**config.mk**
```make
export PLATFORM = sky130hd
export DESIGN_NAME = lc3b_ifetch
export DESIGN_NICKNAME = d
export VERILOG_FILES = /design/src/rtl/lc3b_ifetch.sv
export SDC_FILE = /design/constraint.sdc
export NUM_CORES = 1
export LEC_CHECK = 0
export ABC_AREA = 1
export CELL_PAD_IN_SITES_DETAIL_PLACEMENT = 1
export CELL_PAD_IN_SITES_GLOBAL_PLACEMENT = 1
export CORE_UTILIZATION = 44
export DETAILED_ROUTE_END_ITERATION = 8
export MAX_ROUTING_LAYER = met4
export PLACE_DENSITY = 0.78
export SLEW_MARGIN = 40
export SYNTH_ARGS = -nofsm -noshare
export SYNTH_HDL_FRONTEND = slang
export SYNTH_SLANG_ARGS = --single-unit
```
**constraint.sdc**
```tcl
create_clock -name clk -period 5 [get_ports clk]
set_input_delay 1 -clock clk [delete_from_list [all_inputs] [get_ports clk]]
set_output_delay 1 -clock clk [all_outputs]
set_load 0.005 [all_outputs]
```
**src/rtl/lc3b_ifetch.sv**
```systemverilog
// LC-3b instruction fetch: PC walker, single-outstanding word reads, DEPTH-entry {ir, pc+2} FIFO to decode.
// Optional build macro IFETCH_BYPASS_EN forwards a response straight to decode when the FIFO is empty.
module lc3b_ifetch #(
    parameter int unsigned DEPTH    = 4,
    parameter logic [15:0] RESET_PC = 16'h0000
) (
    input  logic        clk,
    input  logic        rst,
    output logic        mem_read,
    output logic [15:0] mem_address,
    input  logic        mem_resp,
    input  logic [15:0] mem_rdata,
    output logic        if_valid,
    input  logic        if_ready,
    output logic [15:0] if_ir,
    output logic [15:0] if_pc,
    input  logic        redirect,
    input  logic [15:0] redirect_pc
);

    localparam int unsigned PTR_W = (DEPTH > 1) ? $clog2(DEPTH) : 1;
    localparam int unsigned CNT_W = PTR_W + 1;
    localparam logic [CNT_W-1:0] FULL = CNT_W'(DEPTH);

    typedef enum logic [1:0] {FETCH, WAIT, DISCARD} state_t;

    state_t           state_q, state_n;
    logic [15:0]      pc_q, pc_n;
    logic             mem_read_q, mem_read_n;
    logic [15:0]      mem_address_q, mem_address_n;
    logic [15:0]      ir_mem  [DEPTH];
    logic [15:0]      npc_mem [DEPTH];
    logic [PTR_W-1:0] rd_ptr_q, rd_ptr_n, wr_ptr_q, wr_ptr_n;
    logic [CNT_W-1:0] count_q, count_n, count_popped;
    logic             valid_q, valid_n;
    logic [15:0]      ir_q, ir_n, npc_q, npc_n;
    logic             resp_ok, pop, push, flush, bypass_take;
    logic [15:0]      push_npc;

    assign resp_ok  = mem_resp & mem_read_q;
    assign pop      = valid_q & if_ready & ~redirect;
    assign push_npc = mem_address_q + 16'd2;

    assign mem_read    = mem_read_q;
    assign mem_address = mem_address_q;

`ifdef IFETCH_BYPASS_EN
    // Empty FIFO: present the returning word this cycle; skip the push if decode takes it.
    logic bypass_hit;
    assign bypass_hit  = (state_q == FETCH) & resp_ok & ~redirect & (count_q == '0);
    assign bypass_take = bypass_hit & if_ready;
    assign if_valid    = valid_q | bypass_hit;
    assign if_ir       = bypass_hit ? mem_rdata : ir_q;
    assign if_pc       = bypass_hit ? push_npc  : npc_q;
`else
    assign bypass_take = 1'b0;
    assign if_valid    = valid_q;
    assign if_ir       = ir_q;
    assign if_pc       = npc_q;
`endif

    // Next state, PC, request and occupancy.
    always_comb begin
        state_n      = state_q;
        pc_n         = pc_q;
        flush        = 1'b0;
        push         = 1'b0;
        count_popped = count_q - CNT_W'(pop);
        count_n      = count_popped;
        unique case (state_q)
            FETCH: begin
                if (resp_ok && !redirect) begin
                    push    = ~bypass_take;
                    pc_n    = pc_q + 16'd2;
                    count_n = count_popped + CNT_W'(push);
                    state_n = (count_n < FULL) ? FETCH : WAIT;
                end
            end
            WAIT: begin
                if (pop) state_n = FETCH;
            end
            DISCARD: begin
                if (mem_resp) state_n = FETCH;
            end
            default: state_n = FETCH;
        endcase
        // An in-flight read that has not returned must be drained before the new target is fetched.
        if (redirect) begin
            flush   = 1'b1;
            count_n = '0;
            pc_n    = redirect_pc & 16'hFFFE;
            state_n = (mem_read_q && !mem_resp) ? DISCARD : FETCH;
        end
        mem_read_n    = (state_n != WAIT);
        mem_address_n = (state_n == DISCARD) ? mem_address_q : pc_n;
    end

    // FIFO pointers and the registered decode-side head.
    always_comb begin
        rd_ptr_n = rd_ptr_q + PTR_W'(pop);
        wr_ptr_n = wr_ptr_q + PTR_W'(push);
        if (flush) begin
            rd_ptr_n = '0;
            wr_ptr_n = '0;
        end
        valid_n = (count_n != '0);
        ir_n    = '0;
        npc_n   = '0;
        if (valid_n) begin
            if (push && (count_popped == '0)) begin
                ir_n  = mem_rdata;
                npc_n = push_npc;
            end else begin
                ir_n  = ir_mem[rd_ptr_n];
                npc_n = npc_mem[rd_ptr_n];
            end
        end
    end

    always_ff @(posedge clk) begin
        if (push) begin
            ir_mem[wr_ptr_q]  <= mem_rdata;
            npc_mem[wr_ptr_q] <= push_npc;
        end
    end

    always_ff @(posedge clk) begin
        if (rst) begin
            state_q       <= FETCH;
            pc_q          <= RESET_PC;
            mem_read_q    <= 1'b0;
            mem_address_q <= RESET_PC;
            rd_ptr_q      <= '0;
            wr_ptr_q      <= '0;
            count_q       <= '0;
            valid_q       <= 1'b0;
            ir_q          <= '0;
            npc_q         <= '0;
        end else begin
            state_q       <= state_n;
            pc_q          <= pc_n;
            mem_read_q    <= mem_read_n;
            mem_address_q <= mem_address_n;
            rd_ptr_q      <= rd_ptr_n;
            wr_ptr_q      <= wr_ptr_n;
            count_q       <= count_n;
            valid_q       <= valid_n;
            ir_q          <= ir_n;
            npc_q         <= npc_n;
        end
    end

endmodule

```
==> reports/qor.txt <==
Synthesized Nets = 941
MaxCap Viol Count = 0
relative contribution of the clock network to total power = 42.9%
combinational family with the most area after synthesis = simple AND/OR/NAND/NOR gates
switching share of total power = 22.8%
unrepaired setup endpoints after global routing = no
last weighted congestion value of the routability-driven placer = 0.824
dominant cell by count in the synthesized netlist = sky130_fd_sc_hd__nand2_1
hold buffer count at CTS = 0
layout net count = 1017
number of inserted diodes = 0
critical path's largest stage delay = 620 ps
crit path capture type = flip-flop
Resize count post-CTS = 0
number of stages on the worst hold path = 2
share of flip-flops with an asynchronous set or reset = 0%
proportion of layout cells with a drive suffix above 1 = 8.60%
die outline area = 20200 um2
maximum count of clock buffers along a single path = 3
Internal Power = 2900 uW
Post-synth EDFFs = 128
share of power burned in combinational logic = 7.7%
Via density = 5.41
final period demand of the worst path = 3490 ps
ratio of final minimum period to clock period = 69.8%
power per cell area = 360 nW/um2
skew final = 8.05 ps
proportion of synthesized chip area in sequential cells = 61.9%
area fraction of the dominant cell type after synthesis = 44.5%
run status = finished clean
chip width = 142 um
IR Drop Worst-Case VDD = 0.000300 V
Critical Setup Path Class = primary input to flip-flop
Synth Area in XOR/XNOR = 0.913%
top cells by instance count after synthesis = sky130_fd_sc_hd__nand2_1, sky130_fd_sc_hd__nand3_1, sky130_fd_sc_hd__edfxtp_1
static leakage power = 0.00415 uW
wire length on met2 = 11500 um
cell chosen for the clock root = sky130_fd_sc_hd__clkbuf_16
pin count of the biggest net entering global routing = 61
fraction of the mapped netlist area in simple logic gates = 23.5%
Sequential Power Share = 49.4%
slowest cell on the critical path = sky130_fd_sc_hd__inv_2
number of antenna violations at the first check in global routing = 0
height of the die = 142 um
met1 WL = 9890 um
portion of netlist area occupied by mux cells = 0%
endpoints failing hold = 0
drc violations = 0
kind of cell with the highest combined delay on the critical path = buffers and inverters
critical path depth = 15
Worst Max-Slew Pin Slew = 805 ps
antenna-violating nets left = 0
Clock transition at path regs = 60 ps
total setup buffers inserted after CTS = 0
insertion delay of the later-clocked pin in the worst-skew pair = 510 ps
WL per Instance = 18.4 um
Finish-stage setup viols = 0
clock tree from TritonCTS = built
top fanout value on the critical path = 29
final critical-path setup slack = 1510 ps
residual overflow from global routing = 0
cell area after synthesis = 8640 um2
number of buffers added by the clock tree synthesis step = 22
Core ar. = 19000 um2
aggregate global-route resource usage = 24.5%
Initial Util = 45.6%
Routed Wire Length = 23000 um
setup TNS = 0 ps
layout overhead on the synthesized area = 20.9%
# fillers = 2132
via count of the first global-routing pass = 6953
yosys warns = 0
kind of start point of the critical path = primary input
Max-slew headroom = 46.3%
post-synthesis average cell area = 9.64 um2
data required time of the worst path = 5340 ps
total via count after detailed routing = 6748
half-perimeter wire length after detailed placement = 13700 um
total of buffers placed on input and output ports = 85
post-placement worst setup slack = 965 ps
number of placed I/O pins = 87
number of optimization iterations in the first detailed-route pass = 4
worst hold-check path type = flip-flop to flip-flop
number of cell instances on the worst register-to-register path = 11
DRC violation total after the first TritonRoute iteration = 340
number of clock sinks = 203
WP buf/inv = 5
adder-cell share of the synthesized area = 1.16%
cell breakdown of the critical path = clkdlybuf4s50_1 > buf_4 > nor2_1 > ha_1 > ha_1 > inv_1 > ha_1 > inv_1 > nand2_1 > nand3_2 > nand2_1 > nand2_1 > nand3_2 > inv_2 > a21oi_1
highest achievable clock rate = 0.287 GHz
number of flip-flops and latches in the synthesized netlist = 203
area leader, netlist = sky130_fd_sc_hd__edfxtp_1
post-synthesis compound-gate area fraction = 6.10%
detailed route wirelength on metal3 = 916 um
number of distinct library cells after synthesis = 33
highest metal layer used by the detailed router = met4
H-tree levels = 1
cell row count = 50
top cells by area in the synthesized netlist = sky130_fd_sc_hd__edfxtp_1, sky130_fd_sc_hd__dfxtp_1, sky130_fd_sc_hd__nand3_1, sky130_fd_sc_hd__nand2_1, sky130_fd_sc_hd__inv_1
net switching power figure = 860 uW
arrival time of the worst setup path = 3830 ps
global-route wire length before repair = 36900 um
final number of max-transition violations = 0
synthesized instance count = 896
most used flip-flop cell after synthesis = sky130_fd_sc_hd__edfxtp_1
## metrics by stage
stage	area, um2	hold WS, ps	power (uW)	utilization [%]	cells
after global placement	9720	441	2170	51.3	1208
final	10400	459	3760	55.1	1248
after global routing	10400	516	3890	55.1	1248
after detailed placement	9720	450	2180	51.3	1208
after floorplan	8640	426	2040	-	896
after CTS	10400	460	3800	55.1	1248
## sequential cells by signal (all words and copies together), names as in the netlist
name	count
if_pc	16
mem_read	1
rd_ptr_q	2
wr_ptr_q	2
mem_address	16
pc_q	16
if_ir	16
count_q	3
if_valid	1
ir_mem	64
npc_mem	64
state_q	2
## final timing paths
check                                 to  slack, ps      from
worst max-delay path            if_pc[9]       1510  redirect
worst min-delay path             pc_q[0]        460   pc_q[0]
worst max register to register  if_pc[9]       2300  if_valid
worst min register to register   pc_q[0]        460   pc_q[0]
## power by group through the flow
stage                     sequential [uW]  clock, uW  combinational (uW)
after floorplan                      1890          0                 151
after global placement               1890          0                 277
after detailed placement             1890          0                 286
after CTS                            1860       1640                 292
after global routing                 1860       1710                 320
final                                1860       1610                 289
## cell families (layout without fill, tap and decap cells)
kind of cell,after synthesis,count (layout)
buffers and inverters,133,225
flip-flops,203,203
XOR/XNOR,9,9
AND/OR/NAND/NOR,457,457
adder cells (fa/ha/maj),8,8
AO/OA/AOI/OAI,86,86
## cell usage in the layout, fill, tap and decap left out, types with 18 or more instances in the layout
cell,Yosys,final
sky130_fd_sc_hd__a21oi_1,35,35
sky130_fd_sc_hd__clkbuf_16,0,23
sky130_fd_sc_hd__clkdlybuf4s50_1,0,85
sky130_fd_sc_hd__dfxtp_1,75,75
sky130_fd_sc_hd__edfxtp_1,128,128
sky130_fd_sc_hd__inv_1,80,79
sky130_fd_sc_hd__nand2_1,208,207
sky130_fd_sc_hd__nand3_1,172,171
sky130_fd_sc_hd__nor2_1,41,41
sky130_fd_sc_hd__o211ai_1,18,18
## final cells by class
type	instances	area [um2]	area share, %
inverter	85	324	3.10
sequential	203	5350	51.2
multi-input combinational	560	2760	26.5
clock buffer	25	593	5.68
tap	260	325	3.12
timing repair buffer	100	963	9.23
clock inverter	15	129	1.23
## routing by layer
| metal | global-route usage (%) | up-vias |
|---|---|---|
| li1 | - | 3201 |
| met1 | 29.8 | 3332 |
| met2 | 41.5 | 165 |
| met3 | 3.20 | 50 |
| met4 | 9.68 | 0 |
| met5 | - | - |
## worst reg2reg max path, delay by kind of cell, from the launching register on
family / cells / cell delay (ps)
AO/OA/AOI/OAI: 2 / 290
adder cells (fa/ha/maj): 3 / 710
buffers and inverters: 2 / 680
flip-flops: 1 / 340
AND/OR/NAND/NOR: 4 / 510
No activity file was read; power rests on OpenSTA's default activity.
